==> config.mk <==
export PLATFORM = sky130hd
export DESIGN_NAME = psram_arbiter
export DESIGN_NICKNAME = d
export VERILOG_FILES = /design/src/rtl/psram_arb_pkg.sv /design/src/rtl/psram_arb_pick.sv /design/src/rtl/psram_arbiter.sv
export SDC_FILE = /design/constraint.sdc
export NUM_CORES = 1
export LEC_CHECK = 0
export CAP_MARGIN = 10
export CORE_ASPECT_RATIO = 2
export CORE_MARGIN = 1
export CORE_UTILIZATION = 44
export CTS_BUF_LIST = sky130_fd_sc_hd__clkbuf_16
export DETAILED_ROUTE_END_ITERATION = 6
export GPL_ROUTABILITY_DRIVEN = 1
export PLACE_DENSITY = 0.87
export SYNTH_ARGS = -nofsm -noshare
export SYNTH_HDL_FRONTEND = slang
export SYNTH_SLANG_ARGS = --single-unit
==> constraint.sdc <==
create_clock -name clk_in -period 5.9 [get_ports clk_in]
set_clock_uncertainty 0.1 [all_clocks]
set_input_delay 1.77 -clock clk_in [delete_from_list [all_inputs] [get_ports clk_in]]
set_output_delay 1.77 -clock clk_in [all_outputs]
set_load 0.005 [all_outputs]
==> src/rtl/psram_arb_pkg.sv <==
// psram_arb_pkg
//   Shared types and constants for the PSRAM arbiter.
//   - arb_state_t : bus sequencer states (IDLE/SETUP/ACCESS/RECOVER)
//   - req_id_t    : requester identifiers (CHR/PRG/LDR, NONE = no grant)
//   - CNT_W       : width of the ACCESS/RECOVER cycle counter (covers ACCESS_CYCLES up to 15)
package psram_arb_pkg;

  localparam int unsigned CNT_W = 4;

  typedef enum logic [1:0] {
    ST_IDLE    = 2'd0,
    ST_SETUP   = 2'd1,
    ST_ACCESS  = 2'd2,
    ST_RECOVER = 2'd3
  } arb_state_t;

  typedef enum logic [1:0] {
    REQ_CHR  = 2'd0,
    REQ_PRG  = 2'd1,
    REQ_LDR  = 2'd2,
    REQ_NONE = 2'd3
  } req_id_t;

endpackage

==> src/rtl/psram_arb_pick.sv <==
// psram_arb_pick
//   Combinational three-way grant selector for the PSRAM arbiter.
//   Build option ARB_ROUND_ROBIN_EN: CHR and PRG alternate on a tie (last served loses),
//   LDR always lowest; the pointer register resets to "CHR first". Without the macro the
//   priority is fixed CHR > PRG > LDR and no pointer register exists.
// Ports
//   clk_in, rst_in : memory clock / async active-high reset (pointer register only)
//   req[2:0]       : request levels, bit index = req_id_t (0 CHR, 1 PRG, 2 LDR)
//   last_id        : most recently granted requester
//   grant_id       : selected requester, REQ_NONE when no request is pending
module psram_arb_pick
  import psram_arb_pkg::*;
(
  input  logic       clk_in,
  input  logic       rst_in,
  input  logic [2:0] req,
  input  req_id_t    last_id,
  output req_id_t    grant_id
);

`ifdef ARB_ROUND_ROBIN_EN
  logic prg_first_q;

  // Follows the last CHR/PRG grant; an LDR grant leaves the rotation untouched.
  always_ff @(posedge clk_in or posedge rst_in) begin
    if (rst_in) begin
      prg_first_q <= 1'b0;
    end else if (last_id == REQ_CHR) begin
      prg_first_q <= 1'b1;
    end else if (last_id == REQ_PRG) begin
      prg_first_q <= 1'b0;
    end
  end

  always_comb begin
    grant_id = REQ_NONE;
    if (req[0] && req[1]) begin
      grant_id = prg_first_q ? REQ_PRG : REQ_CHR;
    end else if (req[0]) begin
      grant_id = REQ_CHR;
    end else if (req[1]) begin
      grant_id = REQ_PRG;
    end else if (req[2]) begin
      grant_id = REQ_LDR;
    end
  end
`else
  logic unused_rr;
  assign unused_rr = ^{clk_in, rst_in, last_id};

  always_comb begin
    grant_id = REQ_NONE;
    if (req[0]) begin
      grant_id = REQ_CHR;
    end else if (req[1]) begin
      grant_id = REQ_PRG;
    end else if (req[2]) begin
      grant_id = REQ_LDR;
    end
  end
`endif

endmodule

==> src/rtl/psram_arbiter.sv <==
// psram_arbiter
//   Shares the asynchronous 16-bit PSRAM bus between three byte-wide req/ack requesters
//   (CHR, PRG, boot loader). One granted access runs SETUP -> ACCESS -> RECOVER; the
//   selected byte lane is steered and read data is returned on the requester's *_rd.
//   Build option ARB_ROUND_ROBIN_EN (see psram_arb_pick): CHR/PRG rotate priority.
// Parameters
//   ACCESS_CYCLES  : cycles with OE_n/WE_n asserted (1..15)
//   RECOVER_CYCLES : strobe-inactive cycles after each access (1..3)
// Ports
//   clk_in, rst_in                      : memory clock, async active-high reset
//   {chr,prg,ldr}_req/_we/_a/_wd        : request level, write flag, byte address, write data
//   {chr,prg,ldr}_ack/_rd               : one-cycle completion pulse, held read data
//   mem_a, mem_dq_out, mem_dq_in, mem_dq_oe : word address, write data, pad data, data drive
//   mem_ce_n, mem_oe_n, mem_we_n, mem_lb_n, mem_ub_n : active-low PSRAM strobes
//   busy                                : high whenever the sequencer is not idle
module psram_arbiter
  import psram_arb_pkg::*;
#(
  parameter int unsigned ACCESS_CYCLES  = 4,
  parameter int unsigned RECOVER_CYCLES = 1
) (
  input  logic        clk_in,
  input  logic        rst_in,
  input  logic        chr_req,
  input  logic        chr_we,
  input  logic [23:0] chr_a,
  input  logic [7:0]  chr_wd,
  output logic        chr_ack,
  output logic [7:0]  chr_rd,
  input  logic        prg_req,
  input  logic        prg_we,
  input  logic [23:0] prg_a,
  input  logic [7:0]  prg_wd,
  output logic        prg_ack,
  output logic [7:0]  prg_rd,
  input  logic        ldr_req,
  input  logic        ldr_we,
  input  logic [23:0] ldr_a,
  input  logic [7:0]  ldr_wd,
  output logic        ldr_ack,
  output logic [7:0]  ldr_rd,
  output logic [22:0] mem_a,
  output logic [15:0] mem_dq_out,
  input  logic [15:0] mem_dq_in,
  output logic        mem_dq_oe,
  output logic        mem_ce_n,
  output logic        mem_oe_n,
  output logic        mem_we_n,
  output logic        mem_lb_n,
  output logic        mem_ub_n,
  output logic        busy
);

  arb_state_t       state_q, state_d;
  logic [CNT_W-1:0] cnt_q;
  req_id_t          grant_q, pick_id;
  logic [23:0]      a_q;
  logic             we_q;
  logic [7:0]       wd_q;
  logic [2:0]       ack_q;
  logic [7:0]       chr_rd_q, prg_rd_q, ldr_rd_q;
  logic             access_last, recover_last, on_bus;
  logic [7:0]       lane_byte;

  assign access_last  = (cnt_q == CNT_W'(ACCESS_CYCLES - 1));
  assign recover_last = (cnt_q == CNT_W'(RECOVER_CYCLES - 1));
  assign lane_byte    = a_q[0] ? mem_dq_in[15:8] : mem_dq_in[7:0];

  psram_arb_pick u_pick (
    .clk_in   (clk_in),
    .rst_in   (rst_in),
    .req      ({ldr_req, prg_req, chr_req}),
    .last_id  (grant_q),
    .grant_id (pick_id)
  );

  always_ff @(posedge clk_in or posedge rst_in) begin
    if (rst_in) begin
      state_q <= ST_IDLE;
    end else begin
      state_q <= state_d;
    end
  end

  always_comb begin
    state_d = state_q;
    case (state_q)
      ST_IDLE:    if (pick_id != REQ_NONE) state_d = ST_SETUP;
      ST_SETUP:   state_d = ST_ACCESS;
      ST_ACCESS:  if (access_last) state_d = ST_RECOVER;
      ST_RECOVER: if (recover_last) state_d = ST_IDLE;
      default:    state_d = ST_IDLE;
    endcase
  end

  // Counts cycles within ACCESS and RECOVER; restarts on every state change.
  always_ff @(posedge clk_in or posedge rst_in) begin
    if (rst_in) begin
      cnt_q <= '0;
    end else if ((state_d != state_q) || (state_q == ST_IDLE)) begin
      cnt_q <= '0;
    end else begin
      cnt_q <= cnt_q + 1'b1;
    end
  end

  // Request fields are captured on the IDLE -> SETUP edge and held for the whole access.
  always_ff @(posedge clk_in or posedge rst_in) begin
    if (rst_in) begin
      grant_q <= REQ_NONE;
      a_q     <= '0;
      we_q    <= 1'b0;
      wd_q    <= '0;
    end else if ((state_q == ST_IDLE) && (pick_id != REQ_NONE)) begin
      grant_q <= pick_id;
      case (pick_id)
        REQ_CHR: begin a_q <= chr_a; we_q <= chr_we; wd_q <= chr_wd; end
        REQ_PRG: begin a_q <= prg_a; we_q <= prg_we; wd_q <= prg_wd; end
        default: begin a_q <= ldr_a; we_q <= ldr_we; wd_q <= ldr_wd; end
      endcase
    end
  end

  // Read capture and ack both land on the edge leaving the last ACCESS cycle,
  // so *_rd is already valid during the ack pulse.
  always_ff @(posedge clk_in or posedge rst_in) begin
    if (rst_in) begin
      ack_q    <= '0;
      chr_rd_q <= '0;
      prg_rd_q <= '0;
      ldr_rd_q <= '0;
    end else begin
      ack_q <= '0;
      if ((state_q == ST_ACCESS) && access_last) begin
        case (grant_q)
          REQ_CHR: begin
            ack_q[0] <= 1'b1;
            if (!we_q) chr_rd_q <= lane_byte;
          end
          REQ_PRG: begin
            ack_q[1] <= 1'b1;
            if (!we_q) prg_rd_q <= lane_byte;
          end
          REQ_LDR: begin
            ack_q[2] <= 1'b1;
            if (!we_q) ldr_rd_q <= lane_byte;
          end
          default: ;
        endcase
      end
    end
  end

  assign on_bus     = (state_q == ST_SETUP) || (state_q == ST_ACCESS);
  assign mem_a      = a_q[23:1];
  assign mem_dq_out = {wd_q, wd_q};
  assign mem_dq_oe  = on_bus && we_q;
  assign mem_ce_n   = !on_bus;
  assign mem_oe_n   = !((state_q == ST_ACCESS) && !we_q);
  assign mem_we_n   = !((state_q == ST_ACCESS) && we_q);
  assign mem_lb_n   = !(on_bus && !a_q[0]);
  assign mem_ub_n   = !(on_bus && a_q[0]);
  assign busy       = (state_q != ST_IDLE);

  assign chr_ack = ack_q[0];
  assign prg_ack = ack_q[1];
  assign ldr_ack = ack_q[2];
  assign chr_rd  = chr_rd_q;
  assign prg_rd  = prg_rd_q;
  assign ldr_rd  = ldr_rd_q;

endmodule
# After elaboration in Yosys (flattened, before gate mapping)
# Index checks and enable logic that the tools add are counted.
[word_totals]
input_bits = 120
out_inout_bits = 73
register_bits = 68
elab_cells = 61
[classes]
n_eq_ne = 9
add_sub_neg = 1
muxes = 16
reduce_logical = 24
n_bitwise = 1
[op_table]
columns = ["op", "n"]
rows = [
  ["24-bit case mux with 2 select lines", 1],
  ["8-bit case mux with 2 select lines", 1],
  ["2-bit 2-to-1 mux", 5],
  ["3-bit AND reduction", 3],
  ["8-bit 2-to-1 mux", 1],
  ["2-bit case mux with 4 select lines", 1],
  ["1-bit logical AND", 7],
  ["1-bit logical NOT", 7],
  ["2-bit by 1-bit == test with 1-bit output, second input constant", 3],
  ["2-bit == test, second input constant", 3],
  ["2-bit logical NOT", 3],
  ["4-bit by 1-bit adder with 4-bit output, second input constant", 1],
  ["4-bit by 2-bit == test with 1-bit output, second input constant", 1],
  ["4-bit logical NOT", 1],
  ["1-bit 2-to-1 mux", 4],
  ["4-bit 2-to-1 mux", 1],
  ["3-bit 2-to-1 mux", 1],
  ["1-bit logical OR", 2],
  ["2-bit inequality test", 1],
  ["2-bit inequality test, second input constant", 1],
  ["1-bit case mux with 2 select lines", 1],
  ["2-bit nonzero test", 1],
  ["1-bit inverter", 1],
]

# Longest topological paths before layout
[logic_depth]
word_depth = 9
ltp_mapped = 7
mapped_depth_nobuf = 5

# Modules after synthesis
# Synthesis repeated with hierarchy kept, for this count alone.
[unflattened]
hier_cells = 338
area_unflattened_um2 = 3852.4
[by_module_without_submodules]
columns = ["module", "seq_area_each_um2", "cells_per_inst", "n_inst", "area_per_inst_um2"]
rows = [
  ["psram_arbiter", 1704.1, 335, 1, 3836.2],
  ["psram_arb_pick", 0.0, 3, 1, 16.3],
]

# Worst setup path before layout
# No wires, ideal clock.
[synth_path]
kind = "input-to-reg"
from = "input chr_req"
to = "register a_q[10]"
arrival_time_ps = 3027
n_path_buf = 3
required_ps = 5675
path_stages = 6
slack_ps = 2648
setup_time_ps = 125
path_cell_list = "clkbuf_1 > nor3_1 > nand2b_1 > buf_2 > buf_2 > mux2_2"
[synth_between]
elab_chain_len = 3
word_cells_on_any_way = 6
cone_classes = "2 x eq/ne; 2 x mux; 2 x reduce/logical"
[synth_lines]
columns = ["item", "line", "text"]
rows = [
  ["start: declaration", "psram_arbiter.sv:24", "input logic chr_req,"],
  ["2-bit 2-to-1 mux *", "psram_arb_pick.sv:53", "if (req[0]) begin"],
  ["2-bit by 1-bit == test with 1-bit output, or another cell as far along", "psram_arbiter.sv:116", "case (pick_id)"],
  ["24-bit case mux with 2 select lines / 1-bit logical AND (equally long branches)", "psram_arbiter.sv:116, psram_arbiter.sv:114", ""],
  ["end signal: assignment", "psram_arbiter.sv:117", "REQ_CHR: begin a_q <= chr_a; we_q <= chr_we; wd_q <= chr_wd; end"],
  ["end signal: assignment", "psram_arbiter.sv:118", "REQ_PRG: begin a_q <= prg_a; we_q <= prg_we; wd_q <= prg_wd; end"],
  ["end signal: assignment", "psram_arbiter.sv:119", "default: begin a_q <= ldr_a; we_q <= ldr_we; wd_q <= ldr_wd; end"],
  ["end: declaration", "psram_arbiter.sv:57", "logic [23:0] a_q;"],
]
# Every way passes the cells marked *; elsewhere a longest branch is shown, timed or not.
# A chain may end at the register's enable or synchronous reset.

# Final worst setup path
[layout_path]
from = "register state_q[1]"
to = "output mem_dq_oe"
[layout_between]
elab_chain_len = 3
word_cells_on_any_way = 4
cone_classes = "2 x eq/ne; 2 x reduce/logical"
[layout_lines]
columns = ["item", "line", "text"]
rows = [
  ["start: declaration", "psram_arbiter.sv:54", "arb_state_t state_q, state_d;"],
  ["start signal: assignment", "psram_arbiter.sv:81", "state_q <= state_d;"],
  ["2-bit by 1-bit == test with 1-bit output / 2-bit == test (equally long branches)", "psram_arbiter.sv:154", "assign on_bus = (state_q == ST_SETUP) || (state_q == ST_ACCESS);"],
  ["1-bit logical OR *", "psram_arbiter.sv:154", ""],
  ["1-bit logical AND *", "psram_arbiter.sv:157", "assign mem_dq_oe = on_bus && we_q;"],
  ["end: declaration", "psram_arbiter.sv:45", "output logic mem_dq_oe,"],
]
# Marked as above.

==> impl_metrics.ini <==
[cts]
clk-insertion-delay-late_ns = 0.33
path_clk_slew_ns = 0.05
root_buffer = clkbuf_16
cts_setup_buffers = 0
clkSinkCount = 68
cts_max_level = 3
numCtsBuffers = 9
cts_tree = built
clockBufferDepth = 2
cts_resized = 0
ctsHoldBuffers = 0

[synthesis]
synth_area_leader_cell = dfrtp_1
synthAdderAreaFrac = 0.02276
synth_area_sq_um = 3849
synth_compound_area_frac = 0.05949
synth_top_family_by_area = multiplexers
synthSimpleGateAreaFrac = 0.08940
muxShareOfSynthArea = 0.2867
syn_avg_cell_area_sq_um = 11.29
ys_top_cells_by_area = dfrtp_1, mux2_2, mux2i_1, buf_4, o21ai_0
ys_seq_elements = 68
synthCells = 341
synthesis.nets = 468
netlist.area_leader.share = 0.4291
seq_area_frac_synth = 0.4428
ys_warn_count = 0
synth.distinct_cells = 39
synth-xor-area-share = 0.004551

[critical_path]
start_kind = flip-flop
worstPathCellList = inv_1 > ha_1 > and2_1 > clkdlybuf4s50_1
path_delay_family = buffers and inverters
crit_required_ns = 4.03
crit_cells = 4
reg2reg_depth = 5
arrival_ns = 1.93
path_buf_inv = 2
critPathKind = flip-flop to output port
cpMaxStageDelayCell = clkdlybuf4s50_1
cp_slowest_stage_delay_ns = 0.51
cp-end-kind = output port
cp_max_fo = 7

[die]
ios = 193
dieHeight_microns = 134.3
die-area_sq_um = 9147
start_util = 0.4609
die_w_microns = 68.13
floorplan.rows = 47
core_sq_um = 8351

[pwr]
p_sw_w = 0.0006420
clockPowerShare = 0.212
pwr-share-comb = 0.436
p_per_area_nw_per_um2 = 366.8
pwr-share-seq = 0.352
p_int_w = 0.001495
netSwitchingFraction = 0.3004
peakVddDrop_mv = 0.2296
fin_total_pwr_w = 0.002137
leakagePower_nw = 2.561

[detailed_routing]
initialDrtViolationCount = 111
ant_nets = 0
top_layer = met4
viasPerCell = 5.197
wl_met1_microns = 3558
routed_wl_microns = 10690
drt_first_pass_iters = 4
wl_met3_microns = 746
drc_errors = 0
wl_per_cell_microns = 17.85
vias = 3113
dr_wl_met2_microns = 6070

[sta]
period_share = 0.6436
maxSlewHeadroom = 0.4427
hold_ws_ns = 0.3999
tightestPinTransition_ns = 0.8360
rsz0062_at_grt = no
finalHoldViolations = 0
final.setup.tns_ns = 0
fmax_mhz = 263.4
period_needed_ns = 3.797
setup_violations = 0
maxSlewViolCount = 0

[placement]
hpwl_microns = 8223
port-buffer-count = 192
gp_congestion = 0.8088

[grt]
overflow = 0
grt_max_degree = 70
grt_pass1_vias = 3303
antenna_found_initial = 0
grt_pass1_wl_microns = 16130
grt.total_usage = 0.2433

[worst_hold_path]
worstHoldPathCells = 1
hp-class = flip-flop to flip-flop

[layout]
final_common_cell = clkdlybuf4s50_1
nNetsFinal = 623
areaGrowthSynthToFinish_pct = 51.40
antenna_cells = 0
drive_above_1_share = 0.1776
fillerInstances = 618
layout_common_cells = clkdlybuf4s50_1, dfrtp_1, mux2_2

[job]
drv_cap = 0

[outcome]
outcome = completed
-- worst paths after layout --
path | startpoint | to | slack, ns
worst max-delay path | state_q[1]$_DFF_PP0_ | mem_dq_oe | 2.10
worst min-delay path | a_q[16]$_DFFE_PP0P_ | a_q[16]$_DFFE_PP0P_ | 0.40
worst max register to register | state_q[0]$_DFF_PP0_ | ldr_rd[7]$_DFFE_PP0P_ | 3.23
worst min register to register | a_q[16]$_DFFE_PP0P_ | a_q[16]$_DFFE_PP0P_ | 0.40
max in group asynchronous | rst_in | grant_q[0]$_DFFE_PP1P_ | 3.01
min in group asynchronous | rst_in | a_q[5]$_DFFE_PP0P_ | 1.74
-- per-stage QoR --
step / utilization / worst slack, ns / cells / instance area (sq um)
final: 0.6978 / 2.103 / 599 / 5827
after floorplan: - / 2.322 / 341 / 3849
after global routing: 0.6978 / 2.043 / 599 / 5827
after detailed placement: 0.6677 / 1.886 / 583 / 5575
after global placement: 0.6677 / 2.000 / 583 / 5575
after CTS: 0.6978 / 2.103 / 599 / 5827
-- registers in the layout, indices dropped and copies added, names as in the netlist --
register  count
a_q          24
ack_q         3
chr_rd        8
cnt_q         4
grant_q       2
ldr_rd        8
prg_rd        8
state_q       2
wd_q          8
we_q          1
-- routing by layer --
layer / up-vias / GRT usage
li1: 1459 / -
met1: 1489 / 0.2256
met2: 138 / 0.4608
met3: 27 / 0.05612
met4: 0 / 0.1181
met5: - / 0
-- power by group through the flow --
| stage | logic [W] | clock network [W] | registers [W] |
|---|---|---|---|
| 2_1_floorplan | 0.000588 | 0 | 0.000706 |
| 3_5_place_dp | 0.000937 | 0 | 0.000758 |
| 5_1_grt | 0.00101 | 0.000486 | 0.000771 |
| 6_report | 0.000932 | 0.000453 | 0.000752 |
| 3_3_place_gp | 0.000901 | 0 | 0.000745 |
| 4_1_cts | 0.000942 | 0.000465 | 0.000750 |
-- cell usage after synthesis, drive strengths merged --
cell,instances
a221oi,1
nand3,2
ha,7
nor3b,2
nand2,38
dfstp,2
clkbuf,9
mux2i,33
inv,8
nor3,2
nor4b,2
nand2b,3
and2,1
o311ai,1
a21oi,1
or3b,1
o32ai,1
o31ai,1
dfrtp,66
mux2,66
buf,42
o21bai,1
nand4bb,1
nor4,4
xnor2,1
o21ai,35
xor2,1
or2,1
nor2b,1
or2b,1
a22oi,1
or4b,1
nor2,4
-- area by class of cell --
class | count | area (sq um) | area share
well taps | 98 | 122.6 | 0.02104
inverters | 8 | 30.03 | 0.005154
flip-flops and latches | 68 | 1704 | 0.2925
repair buffers | 195 | 1934 | 0.3320
multi-input cells | 214 | 1784 | 0.3062
clock buffers | 9 | 225.2 | 0.03865
clock inverters | 7 | 26.28 | 0.004509
-- kinds of logic after synthesis --
family / Yosys count
muxes: 99
DFF: 68
and+or+nand+nor: 64
buffers and inverters: 59
AOI/OAI and AO/OA: 42
adders and majority gates: 7
xor gates and xnor gates: 2
Note: power is estimated with default switching activity, not from simulation.
==> RTL edit (same settings) <==
`CNT_W`: 4 -> 3.
--- a/src/rtl/psram_arb_pkg.sv
+++ b/src/rtl/psram_arb_pkg.sv
@@ -6,5 +6,5 @@
 package psram_arb_pkg;
 
-  localparam int unsigned CNT_W = 4;
+  localparam int unsigned CNT_W = 3;
 
   typedef enum logic [1:0] {
Function: same outputs for any inputs over 10 cycles, from zero or initial values and one cycle with rst_in high; that may be too few to reach the edited logic, so the function may still have changed.
==> RTL edit against the unedited design <==
- power is 1.1% higher
- critical path depth unchanged
- critical path type unchanged
- sequential cell count decreased by 1
- routed wire length shrank 6.2%
- largest power group unchanged
- via count is 1.1% higher
- synthesized area is 2.8% lower
- final area decreased by 1.4%
- worst setup slack worse by 0.057 ns
==> RTL edit: results (changes against the unedited design) <==
nFillCells: 597  # was 618
pre_cts_ws_ns: 1.94  # was 1.89 ns
gp_congestion: 0.796  # was 0.809
power_density_mw_per_mm2: 376  # was 367 mW/mm2
grt_max_degree: 68  # was 70
synth_fp_nets: 490  # was 468
ff_latch_area_mm2: 0.00168  # was 0.00170 mm2
ir_drop_uv: 210  # was 230 uV
grt_pass1_vias: 3301  # was 3303
grtUsageMet3: 0.0657  # was 0.0561
hpwl_um: 7810  # was 8220 um
multi_input_cells: 234  # was 214
wl_um: 10000  # was 10700 um
cp-endpoint: "mem_oe_n"  # was mem_dq_oe
n_all_inverters: 10  # was 8
synth_cell_types: 33  # was 39
postSynthCellCount: 363  # was 341
gr-usage-met1: 0.230  # was 0.226
final-clk-cell-share: 0.0553  # was 0.0432
fin_hold_ws_ns: 0.374  # was 0.400 ns
synth_common_cells: "dfrtp_1, mux2i_1, buf_4, nand2_1, o21ai_0"  # was dfrtp_1, mux2_2, nand2_1
grt_pass1_wl_um: 16000  # was 16100 um
hold_start: "cnt_q[0]"  # was a_q[16]
rr_worst_depth: 6  # was 5
status: "finished, final reports clean"  # unchanged
wl_met1_um: 3300  # was 3560 um
path_max_fanout: 9  # was 7
wl_met2_um: 5850  # was 6070 um
drive_gt1_frac: 0.125  # was 0.178
leakage_nw: 2.41  # was 2.56 nW
cts.sinks: 67  # was 68
vias_per_cell: 5.07  # was 5.20
==> RTL edit: cell count changes after synthesis, moves of 3 or more <==
cell,change
nor2_1,+27
mux2_2,-25
a21oi_1,+24
mux2_4,-8
mux2i_1,+8
clkbuf_1,-7
buf_4,+6
nor4_1,-3
==> RTL edit: kinds of logic (layout without fill, tap and decap cells) <==
group,Yosys count,after routing,synth area share
DFF,67,67,0.449
adders and majority gates,7,7,0.0234
buffers and inverters,62,221,0.110
AOI/OAI and AO/OA,69,69,0.0963
and+or+nand+nor,84,84,0.112
muxes,74,74,0.209
==> RTL edit: power by group <==
| part | internal [mW] | total, mW | leakage (nW) | switching [mW] |
|---|---|---|---|---|
| Sequential | 0.608 | 0.739 | 0.744 | 0.131 |
| Combinational | 0.505 | 0.859 | 1.50 | 0.354 |
| Clock | 0.368 | 0.563 | 0.159 | 0.195 |
| Total | 1.48 | 2.16 | 2.41 | 0.679 |
